<file path="src/rtl/simd_mode_sched.sv">
// Round-robin arbiter and mode sequencer for the 64-lane SIMD array.
// Grants one of four requesters and inserts flush gap cycles on every mode change.
module simd_mode_sched #(
  parameter int unsigned CNT_W      = 8,
  parameter int unsigned SWITCH_GAP = 2
) (
  input  logic               clk,
  input  logic               rst_n,
  input  logic [3:0]         req,
  input  logic [4*CNT_W-1:0] req_len,
  input  logic               abort,
  output logic [3:0]         gnt,
  output logic [1:0]         mode,
  output logic               arr_en,
  output logic               arr_clr,
  output logic               busy,
  output logic               done,
  output logic [1:0]         done_mode
);

  localparam int unsigned GAP_W = 4;

  typedef enum logic [1:0] {
    S_IDLE = 2'd0,
    S_GAP  = 2'd1,
    S_RUN  = 2'd2,
    S_DONE = 2'd3
  } state_e;

  state_e             state_q, state_d;
  logic [1:0]         mode_q, mode_d;
  logic [1:0]         rr_last_q, rr_last_d;
  logic [CNT_W-1:0]   len_q, len_d;
  logic [CNT_W-1:0]   run_cnt_q, run_cnt_d;
  logic [GAP_W-1:0]   gap_cnt_q, gap_cnt_d;
  logic [3:0]         gnt_q, gnt_d;
  logic               arr_en_q, arr_en_d;
  logic               arr_clr_q, arr_clr_d;
  logic               busy_q, busy_d;
  logic               done_q, done_d;
  logic [1:0]         done_mode_q, done_mode_d;

  logic               win_found;
  logic [1:0]         win_idx;
  logic [1:0]         cand;
  logic [CNT_W-1:0]   win_len;

  // Scan from rr_last+1 upward; the lowest offset with a request wins.
  always_comb begin
    win_found = 1'b0;
    win_idx   = 2'd0;
    win_len   = '0;
    cand      = 2'd0;
    for (int i = 3; i >= 0; i--) begin
      cand = 2'(rr_last_q + 2'(i) + 2'd1);
      if (req[cand]) begin
        win_found = 1'b1;
        win_idx   = cand;
        win_len   = req_len[int'(cand)*CNT_W +: CNT_W];
      end
    end
  end

  always_comb begin
    state_d   = state_q;
    mode_d    = mode_q;
    rr_last_d = rr_last_q;
    len_d     = len_q;
    run_cnt_d = run_cnt_q;
    gap_cnt_d = gap_cnt_q;
    gnt_d     = 4'b0000;

    case (state_q)
      S_IDLE: begin
        if (!abort && win_found) begin
          gnt_d     = 4'b0001 << win_idx;
          rr_last_d = win_idx;
          len_d     = win_len;
          run_cnt_d = win_len;
          if (win_idx != mode_q) begin
            state_d   = S_GAP;
            gap_cnt_d = GAP_W'(SWITCH_GAP);
            mode_d    = win_idx;
          end else if (win_len != '0) begin
            state_d = S_RUN;
          end else begin
            state_d = S_DONE;
          end
        end
      end
      S_GAP: begin
        if (abort) begin
          state_d = S_IDLE;
        end else if (gap_cnt_q <= GAP_W'(1)) begin
          gap_cnt_d = '0;
          state_d   = (len_q != '0) ? S_RUN : S_DONE;
        end else begin
          gap_cnt_d = gap_cnt_q - GAP_W'(1);
        end
      end
      S_RUN: begin
        if (abort) begin
          state_d = S_IDLE;
        end else if (run_cnt_q <= CNT_W'(1)) begin
          run_cnt_d = '0;
          state_d   = S_DONE;
        end else begin
          run_cnt_d = run_cnt_q - CNT_W'(1);
        end
      end
      S_DONE: begin
        state_d = S_IDLE;
      end
      default: begin
        state_d = S_IDLE;
      end
    endcase

    // Outputs are registered copies of what the next state implies.
    arr_en_d    = (state_d == S_RUN);
    arr_clr_d   = (state_d == S_RUN) && (state_q != S_RUN);
    busy_d      = (state_d != S_IDLE);
    done_d      = (state_d == S_DONE);
    done_mode_d = done_d ? mode_d : 2'd0;
  end

  always_ff @(posedge clk or negedge rst_n) begin
    if (!rst_n) begin
      state_q     <= S_IDLE;
      mode_q      <= 2'd0;
      rr_last_q   <= 2'd3;
      len_q       <= '0;
      run_cnt_q   <= '0;
      gap_cnt_q   <= '0;
      gnt_q       <= 4'b0000;
      arr_en_q    <= 1'b0;
      arr_clr_q   <= 1'b0;
      busy_q      <= 1'b0;
      done_q      <= 1'b0;
      done_mode_q <= 2'd0;
    end else begin
      state_q     <= state_d;
      mode_q      <= mode_d;
      rr_last_q   <= rr_last_d;
      len_q       <= len_d;
      run_cnt_q   <= run_cnt_d;
      gap_cnt_q   <= gap_cnt_d;
      gnt_q       <= gnt_d;
      arr_en_q    <= arr_en_d;
      arr_clr_q   <= arr_clr_d;
      busy_q      <= busy_d;
      done_q      <= done_d;
      done_mode_q <= done_mode_d;
    end
  end

  assign gnt       = gnt_q;
  assign mode      = mode_q;
  assign arr_en    = arr_en_q;
  assign arr_clr   = arr_clr_q;
  assign busy      = busy_q;
  assign done      = done_q;
  assign done_mode = done_mode_q;

endmodule
</file>
<file path="config.mk">
export PLATFORM = sky130hd
export DESIGN_NAME = simd_mode_sched
export DESIGN_NICKNAME = d
export VERILOG_FILES = /design/src/rtl/simd_mode_sched.sv
export SDC_FILE = /design/constraint.sdc
export NUM_CORES = 1
export LEC_CHECK = 0
export ABC_CLOCK_PERIOD_IN_PS = 3400
export BUFFER_PORTS_ARGS = -buffer_cell sky130_fd_sc_hd__buf_2
export CORE_MARGIN = 3
export CORE_UTILIZATION = 30
export CTS_CLUSTER_SIZE = 24
export DETAILED_ROUTE_END_ITERATION = 8
export GPL_ROUTABILITY_DRIVEN = 0
export GPL_TIMING_DRIVEN = 0
export PLACE_DENSITY_LB_ADDON = 0.2
export SYNTH_ARGS = -nofsm -noshare
export SYNTH_HDL_FRONTEND = slang
export SYNTH_SLANG_ARGS = --single-unit
export TNS_END_PERCENT = 10
</file>
<file path="constraint.sdc">
create_clock -name clk -period 3.4 [get_ports clk]
set_input_delay 0.17 -clock clk [delete_from_list [all_inputs] [get_ports clk]]
set_output_delay 0.17 -clock clk [all_outputs]
set_load 0.005 [all_outputs]
</file>
; Word level (Yosys, flattened, before mapping)
; Cells that the tools add are included.
[classes]
add_sub_neg = 8
multipliers = 0
div_mod_pow = 0
order_cmp = 6
n_eq_ne = 11
shift = 5
n_mux = 44
bitwise_logic = 0
n_reduce_logical = 12
[ops]
columns = operator, n
row1 = variable part select 32 x 6 -> 8 bit, 4
row2 = 2-to-1 mux 8 bit, 7
row3 = 2-to-1 mux 2 bit, 14
row4 = 2-to-1 mux 4 bit, 6
row5 = one-hot mux 8 bit (2 select lines), 1
row6 = nonzero test 8 bit, 2
row7 = "< comparator 2 x 3 -> 1 bit, second input constant", 4
row8 = 2-to-1 mux 1 bit, 10
row9 = "inequality test 2 bit, second input constant", 5
row10 = "adder 2 x 1 -> 2 bit, second input constant", 4
row11 = binary-select mux 1 bit (select 2 bit), 4
row12 = "equality test 2 bit, second input constant", 4
row13 = "<= comparator 8 x 1 -> 1 bit, second input constant", 1
row14 = one-hot mux 2 bit (4 select lines), 1
row15 = one-hot mux 4 bit (2 select lines), 1
row16 = "subtractor 8 x 1 -> 8 bit, second input constant", 1
row17 = nonzero test 2 bit, 3
row18 = "adder 2 bit, second input constant", 2
row19 = "<= comparator 4 x 1 -> 1 bit, second input constant", 1
row20 = AND reduction 4 bit, 1
row21 = "left shift 1 x 2 -> 4 bit, first input constant", 1
row22 = "subtractor 4 x 1 -> 4 bit, second input constant", 1
row23 = AND reduction 3 bit, 1
row24 = "equality test 2 x 1 -> 1 bit, second input constant", 1
row25 = 5 further kinds, 6
[word_totals]
ff_bits = 36
latch_bits = 0
ram_bits = 0
romBits = 0
in_bits = 39
output_inout_bits = 12
word_cells = 98
n_memories = 0

; Longest topological paths before layout
; Gate-level depths: netlist (run 1).
[logic_depth]
ltp_word = 15
mapped_depth = 12

; Least setup slack after synthesis (run 1)
; No wires, ideal clock.
[synth_timing]
path_kind = register to register
start = reg rr_last_q[1]
end = reg done_q (netlist: done)
setup_ns = 0.065
arrival_time_ns = 2.879
t_required_ns = 3.335
setup_slack_ns = 0.456
path_stages_with_launch = 13
synth_period_minus_slack_ns = 2.944
cell_sequence = dfstp_2 > buf_6 > buf_6 > buf_2 > buf_2 > buf_2 > mux2_1 > a21oi_1 > a22oi_1 > nor3_1 > nand4_1 > o31ai_4 > and2b_1
[synth_between]
elab_chain_cells = 14
word_cells_on_any_way = 38
classes_between = add/sub: 6 / eq/ne: 2 / shift: 4 / mux: 24 / reduce/logical: 2
[synth_rtl]
columns = item, line_no
row1 = "start, declared", 32  ; logic [1:0] rr_last_q, rr_last_d;
row2 = "start signal, assigned", 144  ; rr_last_q <= rr_last_d;
row3 = "parallel branches: the longest is 11 deep, another holds adder 2 bit", -
row4 = 2-to-1 mux 2 bit (*), 75  ; if (!abort && win_found) begin
row5 = one-hot mux 2 bit (4 select lines) (*), 73  ; case (state_q)
row6 = via state_d[0], 30  ; state_e state_q, state_d;
row7 = equality test 2 bit (*), 123  ; done_d = (state_d == S_DONE);
row8 = via done_d, 40  ; logic done_q, done_d;
row9 = "end signal, assigned", 152  ; done_q <= done_d;
row10 = "end, declared", 40
; Mark *: on every way through the listed nets, which the timed path passes. The select of a mux whose other input is x is not followed.
; A chain may end at the register's enable or synchronous reset.

; Worst setup path in the final report (run 1)
[layout_timing]
start = reg rr_last_q[1]
end = reg done_mode_q[1] (netlist: done_mode[1])
[layout_between]
elab_chain_cells = 15
word_cells_on_any_way = 42
classes_between = add/sub: 6 / eq/ne: 2 / shift: 4 / mux: 28 / reduce/logical: 2
[layout_rtl]
columns = item, line_no
row1 = "parallel branches: the longest is 14 deep, another holds adder 2 bit", -
row2 = 2-to-1 mux 2 bit (*), 124  ; done_mode_d = done_d ? mode_d : 2'd0;
row3 = via done_mode_d[1], 41  ; logic [1:0] done_mode_q, done_mode_d;
row4 = "end signal, assigned", 153  ; done_mode_q <= done_mode_d;
row5 = "end, declared", 41
; Marks and branches as above.

==> impl_metrics.yaml, run 1 <==
run_status:
  status: "completed"
detailed_routing:
  wl_um: 9200
  drcViolationCount: 0
  first_pass_iters: 5
  vias: 3092
  drt_iter0_markers: 158
  wl_per_cell_um: 16.7
  viasPerCell: 5.62
  antenna_left: 0
floorplanning:
  pin_count: 51
  start_util: 0.312
  core.rowCount: 36
  die_area_um2: 11600
  die_w_um: 108
  coreArea_um2: 9910
  die_h_um: 108
setup_path:
  worstReg2RegStart: "rr_last_q[1]"
  reg2reg_slack_ns: 0.09
  path_common_cell: "buf_6"
  cp_data_required_time_ns: 3.62
  r2r_end: "done_mode[1]"
  max_stage_delay_ns: 0.59
  worstSetupPathDepth: 9
  cp-start-kind: "flip-flop"
  path_buf_inv: 2
  end_kind: "flip-flop"
  critPathKind: "reg -> reg"
  cp_max_fo: 10
  arrival_ns: 3.53
  crit_chain: "buf_6 -> buf_6 -> nor3b_1 -> a21oi_1 -> o311ai_0 -> a2111o_1 -> or4_4 -> nand4bb_1 -> a21boi_1"
  ff2ff_path_depth: 9
  cp_slowest_cell: "dfstp_2"
  crit_family: "compound AO/OA/AOI/OAI gates"
place:
  dp.cells: 541
  pre_cts_ws_ns: -0.245
  dp.final_hpwl_um: 6990
  portBuffers: 49
logic_synthesis:
  ys.flop_type: "dfrtp_1"
  yosys.area.top_type: "dfrtp_1"
  ys_ff_latch: 36
  synth.distinct_cells: 64
  synth_top_area_frac: 0.275
  synth_edf_count: 0
  seq_area_frac_synth: 0.292
  synth_area_um2: 3090
  async_flop_share: 1.00
  synthesis.nets: 402
  yosys_warnings: 0
  syn_avg_cell_area_um2: 8.62
  synth_area_leaders: "dfrtp_1, mux2i_1, mux2_2"
  syn-instance-count: 359
job:
  cap_violations: 0
timing:
  setup_slack_ns: 0.0861
  rsz0062_at_grt: "false"
  period_minus_slack_ns: 3.31
  skew_ns: 0.0105
  setup_viol: 0
  fmax_mhz: 302
  fin_crit_sh: 0.975
  hold_ws_ns: 0.376
  finalHoldViolCount: 0
  drv_slew: 0
  slew_headroom: 0.272
  worst_pin_slew_ns: 1.08
final_layout:
  nets: 459
  syn_to_final_growth_pct: 17.8
  drive_above_1_share: 0.237
  fin_cells: 550
  antenna_cells: 0
  fill_cells: 1048
clock_tree:
  post_cts_buffers: 0
  cts_buffer_depth: 2
  ctsHtreeMaxLevel: 2
  cts.clk_slew.worst_paths_ns: 0.08
  cts_tree: "done"
  numCtsBuffers: 5
  clockRootBuffer: "clkbuf_8"
  clock_latency_ns: 0.30
  clock-sinks: 36
power:
  power.density_nw_per_um2: 840
  p_leak_nw: 1.59
  ir_drop_uv: 221
global_routing:
  grt_max_degree: 37
  grt_pass1_wl_um: 14700
  grt_pass1_vias: 2881
  grt_use_total: 0.157
  antenna_found_initial: 0
  overflow: 0
worst_hold_path:
  hp-start: "abort"
  hold_end: "busy"
  hold-path-cell-count: 3
  hp-class: "in -> reg"
logic make-up after synthesis:
kind of cell,count (synthesis),synth area share
simple gates,137,0.243
compound gates,102,0.222
mux,46,0.175
flops,36,0.292
buf+inv,34,0.0518
fa+ha+maj,4,0.0162
power breakdown:
group	total (mW)	internal (mW)	switching (mW)	leakage, nW
sequential	0.740	0.614	0.127	0.453
combinational	2.01	0.838	1.17	1.09
clock	0.309	0.143	0.166	0.0479
total	3.06	1.59	1.47	1.59
per-layer routing:
metal	track usage	vias up	share of wire
met3	0.0204	9	0.050
met1	0.238	1505	0.50
met5	0	-	0
li1	-	1478	-
met4	0.0280	0	0.0078
met2	0.241	100	0.44
sequential cells by signal (all words and copies together) (netlist names):
| name | cells |
|---|---|
| state_q | 2 |
| run_cnt_q | 8 |
| arr_en | 1 |
| done | 1 |
| gnt | 4 |
| mode | 2 |
| busy | 1 |
| done_mode | 2 |
| rr_last_q | 2 |
| gap_cnt_q | 4 |
| len_q | 8 |
| arr_clr | 1 |
placed cells by master (no fill, tap or decap), types with 9 or more instances in the layout:
master    count
o21ai_0      28
inv_1         9
a21oi_1      20
nor2_1       21
nand2_1      34
dfrtp_1      34
mux2_2       15
mux2i_1      19
clkbuf_1     14
buf_2        50
nand3_1      10
worst max path at each step:
stage / from / endpoint / slack, ns
6_report: rr_last_q[1] / done_mode[1] / 0.09
4_1_cts: rr_last_q[1] / done / 0.01
5_1_grt: rr_last_q[1] / done_mode[1] / 0.03
2_1_floorplan: rr_last_q[1] / done / 0.46
3_5_place_dp: rr_last_q[1] / done / -0.24
3_3_place_gp: rr_last_q[1] / arr_clr / -0.25
worst min-delay path: cells and delay by family:
kind                   cells  cell delay [ns]
buffers and inverters      1             0.29
AO/OA/AOI/OAI              2             0.18
what timing repair did:
item                                    CTS  global route
resized for setup                         3            11
endpoints found under the setup margin    4             7
pin swaps                                 0             2
hold buffers                              1             0
hold endpoints to repair                 10             0
Yosys cell counts, drive strengths merged (5+ instances only):
library cell	instances
nor4	7
nand2b	6
nor3b	7
clkbuf	17
a21boi	5
or4	9
nor2b	8
nor3	9
o21ai	31
nor2	21
a221oi	7
mux2i	21
a21oi	20
a21o	5
buf	7
nand3	11
dfrtp	34
nand2	34
mux2	21
inv	9
cell type report:
type | instances | area [um2] | share of cell area
buffer | 24 | 139 | 0.0381
clock buffer | 5 | 68.8 | 0.0189
clock inverter | 3 | 18.8 | 0.00515
inverter | 10 | 38.8 | 0.0106
multi-input combinational | 289 | 2050 | 0.564
sequential | 36 | 903 | 0.248
tap | 133 | 166 | 0.0457
timing repair buffer | 50 | 255 | 0.0701
stage by stage:
step           cell area (um2)  power (mW)  utilization  setup TNS [ns]
2_1_floorplan             3090        2.17            -               0
3_3_place_gp              3500        2.68        0.354          -0.857
3_5_place_dp              3500        2.70        0.354          -0.860
4_1_cts                   3610        3.04        0.365               0
5_1_grt                   3640        3.31        0.368               0
6_report                  3640        3.06        0.368               0
(Power assumes the default switching activity.)
==> run 2, diff against run 1 <==
==> constraint.sdc (replaced) <==
create_clock -name clk -period 3.4 [get_ports clk]
set_input_delay 0.68 -clock clk [delete_from_list [all_inputs] [get_ports clk]]
set_output_delay 0.68 -clock clk [all_outputs]
set_load 0.02 [all_outputs]
==> run 2 against run 1 <==
Compared with the run above:
- global-route usage is the same
- wire length fell by 0.86%
- sequential power hardly changed
- clock power barely moved
- count of clock-buffer cells in the layout stayed put
- highest routed layer unchanged
- non-clock buffer count decreased by 1
==> impl_metrics.yaml, run 2 (synthesis results as in run 1) <==
floorplanning:
  pin_count: 51
  coreArea_um2: 9910
  core.rowCount: 36
  die_h_um: 108
  die_area_um2: 11600
  die_w_um: 108
  start_util: 0.312
final_layout:
  drive_above_1_share: 0.240
  fill_cells: 1053
  mostFrequentLayoutCell: "buf_2"
  nets: 458
  top_regs: "len_q x8, run_cnt_q x8"
  syn_to_final_growth_pct: 17.5
  antenna_cells: 0
  fin_cells: 549
  layout_common_cells: "buf_2, nand2_1, dfrtp_1, o21ai_0, nor2_1"
  fin_area_um2: 3630
global_routing:
  grt_pass1_wl_um: 14700
  overflow: 0
  grt_pass1_vias: 2881
  grt_max_degree: 37
  grt_use_total: 0.157
  antenna_found_initial: 0
detailed_routing:
  vias: 3066
  drcViolationCount: 0
  antenna_left: 0
  wl_um: 9120
  wl_per_cell_um: 16.6
  drt_iter0_markers: 174
  first_pass_iters: 4
  viasPerCell: 5.58
clock_tree:
  ctsHtreeMaxLevel: 2
  cts.clk_slew.worst_paths_ns: 0.08
  clock_latency_ns: 0.30
  post_cts_buffers: 0
  cts_tree: "done"
  clockRootBuffer: "clkbuf_8"
  numCtsBuffers: 5
  clock-sinks: 36
  cts_buffer_depth: 2
timing:
  fmax_mhz: 304
  worst_pin_slew_ns: 1.10
  period_minus_slack_ns: 3.29
  setup_viol: 0
  finalHoldViolCount: 0
  hold_ws_ns: 0.476
  drv_slew: 0
  fin_crit_sh: 0.967
  rsz0062_at_grt: "false"
  skew_ns: 0.0124
  slew_headroom: 0.257
job:
  cap_violations: 0
power:
  power.density_nw_per_um2: 851
  p_leak_nw: 1.59
  ir_drop_uv: 220
place:
  placed_cell_area_um2: 3500
  portBuffers: 49
  dp.final_hpwl_um: 6990
  dp.cells: 541
run_status:
  status: "completed"
setup_path:
  cp_data_required_time_ns: 3.62
  cp_max_fo: 10
  arrival_ns: 3.51
  critPathKind: "reg -> reg"
  end_kind: "flip-flop"
  crit_start: "rr_last_q[1]"
  cp-start-kind: "flip-flop"
  worstReg2RegStart: "rr_last_q[1]"
worst_hold_path:
  hp-class: "in -> async"
-- run 2: critical path, stage by stage (launching register included) --
cell and delay, ns:
dfstp_2 0.59, buf_6 0.19, mux2_1 0.34, mux2i_1 0.25, or4b_1 0.47, a211o_1 0.31
or4_4 0.56, nand4bb_1 0.29, a21boi_1 0.21
-- run 2: final timing paths --
path | slack, ns | cells after the start | endpoint
worst max-delay path | 0.11 | 8 | done_mode[1]
worst min-delay path | 0.48 | 1 | gap_cnt_q[0]
worst max register to register | 0.11 | 8 | done_mode[1]
worst min register to register | 0.48 | 2 | len_q[6]
max in group asynchronous | 2.40 | 1 | run_cnt_q[0]
min in group clk | 0.48 | 2 | len_q[6]
-- run 2: what timing repair did --
action                     CTS  global route
resized for setup            3            13
pin swaps                    0             2
setup endpoints to repair    4             7
hold buffers                 0             0
-- run 2: layout make-up --
cell class,instances,area (um2),share of cell area
buffer,24,140,0.0386
timing repair buffer,49,245,0.0675
inverter,10,38.8,0.0107
clock buffer,5,68.8,0.0189
tap,133,166,0.0458
multi-input combinational,289,2050,0.565
sequential,36,903,0.249
clock inverter,3,18.8,0.00516
-- run 2: per-stage QoR --
step	power [mW]	util	setup TNS (ns)	setup WS, ns
after floorplan	2.21	-	0	0.454
after global placement	2.72	0.354	-1.17	-0.246
after detailed placement	2.74	0.354	-1.20	-0.245
after CTS	3.08	0.364	0	0.0123
after global routing	3.36	0.367	0	0.0338
final	3.09	0.367	0	0.111
-- run 2: per-layer routing --
metal	part of all wire	track usage	vias to the layer above
met5	0	0	-
li1	-	-	1474
met2	0.45	0.241	89
met4	0.0055	0.0280	0
met1	0.49	0.238	1498
met3	0.054	0.0204	5
-- run 2: power by group --
part           switching [mW]  internal (mW)  total, mW
sequential              0.126          0.614      0.740
clock                   0.167          0.143      0.309
combinational            1.21          0.838       2.04
total                    1.50           1.59       3.09
